===== config.mk =====
export PLATFORM = sky130hd
export DESIGN_NAME = mem_port_arbiter
export DESIGN_NICKNAME = d
export VERILOG_FILES = /design/src/rtl/mem_arb_pkg.sv /design/src/rtl/mem_arb_pick.sv /design/src/rtl/mem_port_arbiter.sv
export SDC_FILE = /design/constraint.sdc
export NUM_CORES = 1
export LEC_CHECK = 0
export ABC_CLOCK_PERIOD_IN_PS = 2100
export CORE_AREA = 3 3 287 289
export CTS_BUF_LIST = sky130_fd_sc_hd__clkbuf_4
export CTS_CLUSTER_DIAMETER = 60
export DETAILED_ROUTE_END_ITERATION = 12
export DIE_AREA = 0 0 290 292
export GPL_TIMING_DRIVEN = 0
export PLACE_DENSITY_LB_ADDON = 0.05
export SLEW_MARGIN = 20
export SYNTH_ARGS = -nofsm -noshare
export SYNTH_HDL_FRONTEND = slang
export SYNTH_SLANG_ARGS = --single-unit

===== constraint.sdc =====
create_clock -name clk -period 2.1 [get_ports clk]
set_clock_uncertainty 0.05 [all_clocks]
set_input_delay 0.42 -clock clk [delete_from_list [all_inputs] [get_ports clk]]
set_output_delay 0.42 -clock clk [all_outputs]
set_load 0.02 [all_outputs]

===== src/rtl/mem_arb_pkg.sv =====
// Shared types for the memory-port arbiter: FSM states, port owner and default widths.
package mem_arb_pkg;

  localparam int ADDR_W_DEF  = 28;
  localparam int BLOCK_W_DEF = 128;

  typedef enum logic [1:0] {
    ST_IDLE    = 2'd0,
    ST_ISSUE   = 2'd1,
    ST_WAIT    = 2'd2,
    ST_RELEASE = 2'd3
  } arb_state_t;

  typedef enum logic [1:0] {
    OWN_NONE = 2'd0,
    OWN_I    = 2'd1,
    OWN_D    = 2'd2
  } arb_owner_t;

endpackage


===== src/rtl/mem_arb_pick.sv =====
// Combinational chooser: dcache has priority unless the icache has waited
// through STARVE_LIMIT consecutive dcache grants. Write-back beats refill.
module mem_arb_pick
  import mem_arb_pkg::*;
#(
  parameter int STARVE_LIMIT = 4
) (
  input  logic       i_req,
  input  logic       d_rd,
  input  logic       d_wr,
  input  logic [3:0] starve_cnt,
  output arb_owner_t owner,
  output logic       is_write
);

  logic d_req;
  logic i_forced;

  always_comb begin
    d_req    = d_rd | d_wr;
    i_forced = i_req && (starve_cnt == 4'(STARVE_LIMIT));
    owner    = OWN_NONE;
    is_write = 1'b0;
    if (d_req && !i_forced) begin
      owner    = OWN_D;
      is_write = d_wr;
    end else if (i_req) begin
      owner = OWN_I;
    end
  end

endmodule


===== src/rtl/mem_port_arbiter.sv =====
// Shares one main-memory port between icache refills and dcache refill/write-back,
// presenting each cache with its own busywait-style port.
module mem_port_arbiter
  import mem_arb_pkg::*;
#(
  parameter int ADDR_W       = ADDR_W_DEF,
  parameter int BLOCK_W      = BLOCK_W_DEF,
  parameter int STARVE_LIMIT = 4
) (
  input  logic               clk,
  input  logic               reset,
  input  logic               i_mem_read,
  input  logic [ADDR_W-1:0]  i_mem_address,
  output logic [BLOCK_W-1:0] i_mem_readdata,
  output logic               i_mem_busywait,
  input  logic               d_mem_read,
  input  logic               d_mem_write,
  input  logic [ADDR_W-1:0]  d_mem_address,
  input  logic [BLOCK_W-1:0] d_mem_writedata,
  output logic [BLOCK_W-1:0] d_mem_readdata,
  output logic               d_mem_busywait,
  output logic               mem_read,
  output logic               mem_write,
  output logic [ADDR_W-1:0]  mem_address,
  output logic [BLOCK_W-1:0] mem_writedata,
  input  logic [BLOCK_W-1:0] mem_readdata,
  input  logic               mem_busywait,
  output logic               grant_i,
  output logic               grant_d
);

  arb_state_t         state;
  arb_owner_t         owner;
  arb_owner_t         pick_owner;
  logic               pick_write;
  logic               cmd_rd;
  logic               cmd_wr;
  logic [ADDR_W-1:0]  addr_q;
  logic [BLOCK_W-1:0] wdata_q;
  logic [3:0]         starve_cnt;
  logic               any_req;
  logic               done;
  logic               cmd_phase;

  assign any_req   = i_mem_read | d_mem_read | d_mem_write;
  assign done      = (state == ST_WAIT) && !mem_busywait;
  assign cmd_phase = (state == ST_ISSUE) || ((state == ST_WAIT) && mem_busywait);

  mem_arb_pick #(
    .STARVE_LIMIT(STARVE_LIMIT)
  ) u_pick (
    .i_req      (i_mem_read),
    .d_rd       (d_mem_read),
    .d_wr       (d_mem_write),
    .starve_cnt (starve_cnt),
    .owner      (pick_owner),
    .is_write   (pick_write)
  );

  always_ff @(posedge clk or negedge reset) begin
    if (!reset) begin
      state      <= ST_IDLE;
      owner      <= OWN_NONE;
      cmd_rd     <= 1'b0;
      cmd_wr     <= 1'b0;
      addr_q     <= '0;
      wdata_q    <= '0;
      starve_cnt <= '0;
    end else begin
      case (state)
        ST_IDLE: begin
          if (any_req) begin
            owner   <= pick_owner;
            cmd_wr  <= pick_write;
            cmd_rd  <= !pick_write;
            addr_q  <= (pick_owner == OWN_I) ? i_mem_address : d_mem_address;
            wdata_q <= pick_write ? d_mem_writedata : '0;
            state   <= ST_ISSUE;
          end
          // Only consecutive dcache wins over a waiting icache count toward starvation.
          if ((pick_owner == OWN_I) || !i_mem_read) begin
            starve_cnt <= '0;
          end else if ((pick_owner == OWN_D) && (starve_cnt < 4'(STARVE_LIMIT))) begin
            starve_cnt <= starve_cnt + 4'd1;
          end
        end
        ST_ISSUE: state <= ST_WAIT;
        ST_WAIT: begin
          if (!mem_busywait) begin
            state <= ST_RELEASE;
          end
        end
        ST_RELEASE: begin
          owner <= OWN_NONE;
          state <= ST_IDLE;
        end
        default: state <= ST_IDLE;
      endcase
    end
  end

  assign mem_read       = cmd_rd && cmd_phase;
  assign mem_write      = cmd_wr && cmd_phase;
  assign mem_address    = addr_q;
  assign mem_writedata  = wdata_q;

  assign i_mem_readdata = mem_readdata;
  assign d_mem_readdata = mem_readdata;

  // A requester stalls until its own completion cycle, including while waiting for a grant.
  assign i_mem_busywait = i_mem_read && !((owner == OWN_I) && done);
  assign d_mem_busywait = (d_mem_read || d_mem_write) && !((owner == OWN_D) && done);

  assign grant_i = (state != ST_IDLE) && (owner == OWN_I);
  assign grant_d = (state != ST_IDLE) && (owner == OWN_D);

endmodule


==> reports/results.tsv, run 1 <==
stage	metric	value	unit
yosys	synth_top_family_by_area	buffers and inverters	
cells_and_area	utilization	20.6	%
cts	cts.clk_slew.worst_paths	0.16	ns
worst_setup_path	critPathKind	flop to primary output	
worst_setup_path	cp.arrival	1.86	ns
sta	finalHoldViolCount	0	
sta	max_freq	0.429	GHz
worst_setup_path	startpoint_type	flop	
cells_and_area	fin_area	16500	um^2
yosys	synthCells	769	
cts	htree_num_levels	4	
route	ant_nets	0	
power	peakVddDrop	0.302	mV
min_path	hp-class	input port to flop	
grt	grt_max_degree	71	
cts	clock_tree.root_cell	clkbuf_4	
cts	cts_sinks	166	
floorplan	chipWidth	290	um
yosys	async_flop_share	100	%
worst_setup_path	critPathTopFamily	flip-flops	
grt	grt_pass1_vias	9017	
worst_setup_path	crit_fanout	5	
yosys	synthSimpleGateAreaFrac	4.82	%
cells_and_area	multi_input_area	2230	um^2
sta	tns	-1.17	ns
worst_setup_path	worst-path-buf-inv	2	
place	gp_congestion	0.685	
yosys	syn-num-nets	1093	
route	drtPass1Iterations	4	
route	vias	8001	
yosys	yosysUniqueCellTypes	33	
place	hpwl	37.8	mm
cells_and_area	synthToLayoutAreaGrowth	92.7	%
power	powerDensity	1110	nW/um^2
yosys	synth_compound_area_share	18.9	%
yosys	synthMuxAreaShare	0.263	%
worst_setup_path	slowest_delay	0.44	ns
cells_and_area	fillers	8869	
yosys	yosys_warnings	0	
place	place_area	16000	um^2
grt	track_usage	10.8	%
sta	finalWorstSetupSlack	-0.229	ns
worst_setup_path	crit_slowest_cell	dfrtp_1	
route	routed_wl	46.6	mm
yosys	synthXorXnorAreaFrac	0	%
yosys	yosysMostFrequentCell	buf_4	
job	max_cap_violations	0	
yosys	dominantRegCellSynth	dfrtp_1	
cells_and_area	finalNetCount	1729	
yosys	synth-edff-count	0	
place	dp.cells	2436	
cells_and_area	drive_above_1_share	28.1	%
route	wl_per_cell	18.8	um
sta	maxSlewHeadroom	55.4	%
yosys	synth_adder_area_share	0.876	%
grt	grt_overflow	0	
floorplan	ios	736	
worst_setup_path	path_cells	buf_6 > ha_4 > nor4bb_4 > nor2_1 > buf_4	
yosys	synthTopCellsByArea	dfrtp_1 (48%), buf_4 (23%), a22o_1 (13%)	
floorplan	dieArea	84700	um^2
floorplan	core_area	80200	um^2
sta	period_share	111	%
sta	setup_viol	6	
yosys	synth.avg_cell_area	11.1	um^2
yosys	yosysTopAreaCell	dfrtp_1	
cells_and_area	ff_latch_area	4150	um^2
cts	clockBufferDepth	2	
floorplan	start_util	10.7	%
place	portBuffers	605	
cts	clkLatencyLatePin	0.69	ns
route	drtIter0Drc	226	
cts	cts_tree	built	
route	route.detailed.drc	0	
floorplan	rows	104	
cts	cts-buffers-inserted	17	
grt	antenna_found_initial	4	
power	p_leak	7.27	nW
route	vias_per_cell	3.23	
sta	rsz0062_at_grt	true	
run_status	outcome	complete, but fails checks	
worst_setup_path	crit_required	1.63	ns
sta	final.min_clock_period	2.33	ns
grt	grt_pass1_wl	67.0	mm
cells_and_area	finalNonFillerCells	2480	
sta	worstMarginPinSlew	0.665	ns
yosys	synth_area	8570	um^2
yosys	synth_top_area_share	48.5	%
floorplan	die_y	292	um
worst_setup_path	endpoint_kind	primary output	
sta	drv_slew	0	
yosys	ys_seq_area_share	48.5	%
yosys	netlist_top_cells_count	buf_4 (267), dfrtp_1 (166), a22o_1 (129)	
run_status	violations	setup timing	
yosys	ys_seq_elements	166	
[what timing repair did]
item                                    in CTS  in global routing
resized for setup                          336                 19
hold buffers                                 2                  0
buffers inserted                             8                  1
endpoints found under the setup margin     287                 32
endpoints found under the hold margin      166                  0
pin swaps                                    4                  2
[worst min-delay path, delay by kind of cell]
family | cells | cell delay [ns]
buffers and inverters | 1 | 0.16
AO/OA/AOI/OAI | 1 | 0.17
AND/OR/NAND/NOR | 2 | 0.15
[layer usage]
metal	GRT usage, %	part of all wire [%]	vias up
met3	5.10	9.2	21
met4	2.15	0.88	2
li1	-	-	3747
met5	0	0.028	-
met1	11.7	37	3881
met2	19.3	52	350
[metrics by stage]
step	power, W	setup WS [ns]	hold WS, ns
2_1_floorplan	0.0110	0.216	0.0744
3_3_place_gp	0.0169	-8.24	0.417
3_5_place_dp	0.0169	-0.877	0.275
4_1_cts	0.0189	-0.400	0.0185
5_1_grt	0.0197	-0.453	0.0915
6_report	0.0183	-0.229	0.193
[state kept, by name, summed over array words and instances, names as in the netlist]
register       count
mem_writedata    128
state              2
starve_cnt         4
mem_address       28
cmd_wr             1
owner              2
cmd_rd             1
[cell type report]
type,count,area share [%]
diodes,3,0.0455
plain buffers,309,13.9
clock buffers,17,0.773
clock inverters,14,1.12
inverters,5,0.114
multi-input cells,288,13.5
flip-flops and latches,166,25.2
well taps,1060,8.03
repair buffers,618,37.3
[worst paths after layout]
path / slack [ns] / from / cells after the start / to
worst max register to register: 0.18 / state[1] / 8 / mem_address[26]
worst min register to register: 0.45 / cmd_wr / 1 / cmd_wr
worst min-delay path: 0.19 / i_mem_read / 4 / owner[0]
min in group asynchronous: 0.21 / reset / 3 / mem_writedata[48]
max in group asynchronous: 1.35 / reset / 3 / mem_writedata[94]
worst max-delay path: -0.23 / state[1] / 5 / d_mem_busywait
[where the power goes]
| part | switching, W | internal [W] | leakage (nW) |
|---|---|---|---|
| Combinational | 0.00572 | 0.00471 | 5.00 |
| Clock | 0.00146 | 0.000854 | 0.170 |
| Sequential | 0.000831 | 0.00474 | 2.10 |
[cells by family after synthesis]
group / after synthesis
AND/OR/NAND/NOR: 81
adder cells (fa/ha/maj): 6
flip-flops: 166
buffers and inverters: 315
multiplexers: 2
AO/OA/AOI/OAI: 199
[placed cells by master (no fill, tap or decap), types with 3 or more instances in the layout]
cell,n
ha_1,3
o21ai_0,3
nor4b_1,3
nand3_1,28
clkbuf_4,17
inv_1,3
buf_6,15
clkbuf_1,8
buf_2,14
bufinv_16,3
clkdlybuf4s15_1,54
clkinv_4,3
diode_2,3
o211ai_1,28
inv_6,6
ha_4,3
nor2_1,36
clkdlybuf4s50_1,442
dlygate4sd2_1,70
a31oi_1,29
clkbuf_2,6
a22o_1,129
dfrtp_1,166
clkdlybuf4s15_2,31
buf_4,280
Note: power is estimated with default switching activity, not from simulation.
==> run 2: changes to the inputs <==
- ABC_CLOCK_PERIOD_IN_PS: 2100 -> 2850
- CORE_AREA: 3 3 287 289 -> 3 3 283 285
- DIE_AREA: 0 0 290 292 -> 0 0 286 288
- DONT_BUFFER_PORTS: not set -> 1
- clock period: 2.1 -> 2.85 ns (I/O delays scaled with it)
==> run 2 against run 1 <==
Compared with the run above:
- the run ends with hold timing left
- routed wire length is 11% lower
- clock power is 32% lower
- setup slack better by 0.49 ns
- critical path depth is 1 lower
- power is 38% lower
- core utilization is 5.1 points lower
- non-clock buffer count is 433 lower
- hold slack worse by 0.74 ns
- via count is 18% lower
- final area is 27% lower
- largest cell class is now sequential cells
==> reports/results.tsv, run 2 (synthesis results as in run 1) <==
stage	metric	value	unit	change
worst_setup_path	endpoint_kind	primary output		unchanged
grt	antenna_found_initial	3		was 4
cells_and_area	synthToLayoutAreaGrowth	40.7	%	was 92.7%
floorplan	chipWidth	286	um	was 290 um
worst_setup_path	rrSetupSlack	0.44	ns	was 0.18 ns
route	route.detailed.drc	0		unchanged
grt	track_usage	9.42	%	was 10.8%
floorplan	start_util	11.0	%	was 10.7%
route	vias_per_cell	3.25		was 3.23
sta	maxSlewHeadroom	47.2	%	was 55.4%
power	p_leak	5.28	nW	was 7.27 nW
power	p_switching	0.00568	W	was 0.00801 W
cts	clkLatencyLatePin	0.71	ns	was 0.69 ns
floorplan	core_area	77600	um^2	was 80200 um^2
cells_and_area	drive_above_1_share	34.1	%	was 28.1%
sta	worst_hold_slack	-0.544	ns	was 0.193 ns
floorplan	rows	102		was 104
cts	clockBufferDepth	2		unchanged
cts	htree_num_levels	4		unchanged
grt	grt_overflow	0		unchanged
cells_and_area	largest_reg_flops	128		unchanged
sta	setup_viol	0		was 6
route	routed_wl	41.2	mm	was 46.6 mm
route	vias	6579		was 8001
cells_and_area	fin_area	12000	um^2	was 16500 um^2
cells_and_area	fillers	8858		was 8869
sta	rsz0062_at_grt	true		unchanged
power	power_frac_comb	32.6	%	was 57.0%
place	portBuffers	0		was 605
job	max_cap_violations	0		unchanged
worst_setup_path	startpoint_type	flop		unchanged
cells_and_area	final_cell_mix	buf_4 (267), dlygate4sd3_1 (185), dfrtp_1 (166), a22o_1 (129), nor2_1 (35)		was clkdlybuf4s50_1 (442), buf_4 (280), dfrtp_1 (166), a22o_1 (129), dlygate4sd2_1 (70)
run_status	outcome	complete, but fails checks		unchanged
cells_and_area	finalNonFillerCells	2027		was 2480
floorplan	dieArea	82400	um^2	was 84700 um^2
place	dp.cells	1809		was 2436
grt	grt_pass1_wl	55.8	mm	was 67.0 mm
sta	period_share	90.8	%	
power	peakVddDrop	0.217	mV	was 0.302 mV
floorplan	ios	736		unchanged
cts	clock_tree.root_cell	clkbuf_4		unchanged
power	p_clk_share	14.0	%	was 12.6%
route	drtIter0Drc	223		was 226
sta	drv_slew	0		unchanged
cts	cts_hold_buffers	185		was 2
worst_setup_path	cp.arrival	1.97	ns	was 1.86 ns
cts	cts_tree	built		unchanged
grt	grt_max_degree	167		was 71
place	hpwl	31.4	mm	was 37.8 mm
place	place_area	9870	um^2	was 16000 um^2
cts	cts_setup_buffers	0		was 8
cells_and_area	final_common_cell	buf_4		was clkdlybuf4s50_1
route	wl_per_cell	20.3	um	was 18.8 um
grt	grt_pass1_vias	7234		was 9017
power	total_power	0.0113	W	was 0.0183 W
place	dpl_worst_slack	0.0712	ns	was -0.877 ns
cells_and_area	multi_input_area	2170	um^2	was 2230 um^2
run_status	violations	hold timing		was setup timing
cts	cts-buffers-inserted	17		unchanged
min_path	hp-class	input port to asynchronous set/reset pin		was input port to flop
cts	cts_sinks	166		unchanged
cells_and_area	finalNetCount	1296		was 1729
worst_setup_path	critPathKind	flop to primary output		unchanged
floorplan	die_y	288	um	was 292 um
place	gp_congestion	0.675		was 0.685
power	seqPwrFrac	53.4	%	was 30.4%
sta	tns	0	ns	was -1.17 ns
route	ant_nets	0		unchanged
power	powerDensity	937	nW/um^2	was 1110 nW/um^2
sta	final.min_clock_period	2.59	ns	
power	p_sw_share	50.3	%	was 43.8%
sta	finalHoldViolCount	166		was 0
route	drtPass1Iterations	4		unchanged
cells_and_area	ff_latch_area	4150	um^2	unchanged
sta	finalWorstSetupSlack	0.263	ns	was -0.229 ns
worst_setup_path	crit_fanout	5		unchanged
power	cell_internal_pwr	0.00561	W	was 0.0103 W
worst_setup_path	crit_required	2.23	ns	was 1.63 ns
cts	cts.clk_slew.worst_paths	0.21	ns	was 0.16 ns
sta	worstMarginPinSlew	0.787	ns	was 0.665 ns
sta	max_freq	0.387	GHz	
run 2: layout make-up:
type	instances	share of cell area, %
tap	1040	10.8
antenna	2	0.0415
timing repair buffer	185	15.4
clock inverter	15	1.32
sequential	166	34.5
buffer	309	18.8
inverter	5	0.156
clock buffer	17	1.06
multi-input combinational	288	18.0
run 2: power by group through the flow:
| stage | registers, W | clock network, W | logic (W) |
|---|---|---|---|
| after global placement | 0.00624 | 0 | 0.00356 |
| after floorplan | 0.00547 | 0 | 0.00266 |
| final | 0.00603 | 0.00158 | 0.00368 |
| after CTS | 0.00613 | 0.00176 | 0.00380 |
| after global routing | 0.00622 | 0.00182 | 0.00409 |
| after detailed placement | 0.00617 | 0 | 0.00352 |
run 2: through the flow:
stage                     utilization (%)  hold WS (ns)
after detailed placement             12.7         0.229
after floorplan                         -         0.224
after global routing                 15.5        -0.707
after global placement               12.7         0.229
final                                15.5        -0.544
after CTS                            15.5        -0.740
run 2: critical path, stage by stage, from the launching register on:
cell	delay, ns
dfrtp_1	0.44
inv_1	0.08
ha_1	0.27
nor4bb_2	0.20
nor2b_2	0.28
run 2: metal layers:
| layer | vias to the layer above | track usage (%) | share of wire (%) |
|---|---|---|---|
| met3 | 22 | 3.53 | 8.6 |
| met1 | 3323 | 10.8 | 38 |
| met5 | - | 0 | 0.022 |
| met4 | 2 | 2.46 | 1.1 |
| met2 | 352 | 16.4 | 52 |
| li1 | 2880 | - | - |
run 2: timing repair:
action	4_1_cts	5_1_grt
hold endpoints to repair	325	166
pin swaps	2	1
setup endpoints to repair	5	14
resized for setup	6	5
run 2: final timing paths:
check	from	endpoint	cells after the start
hold / removal	reset	mem_writedata[50]	0
setup reg to reg	state[1]	mem_address[14]	6
min in group clk	i_mem_address[7]	mem_address[7]	2
hold reg to reg	cmd_wr	cmd_wr	1
max in group asynchronous	reset	mem_address[12]	0
setup / recovery	state[0]	i_mem_busywait	4
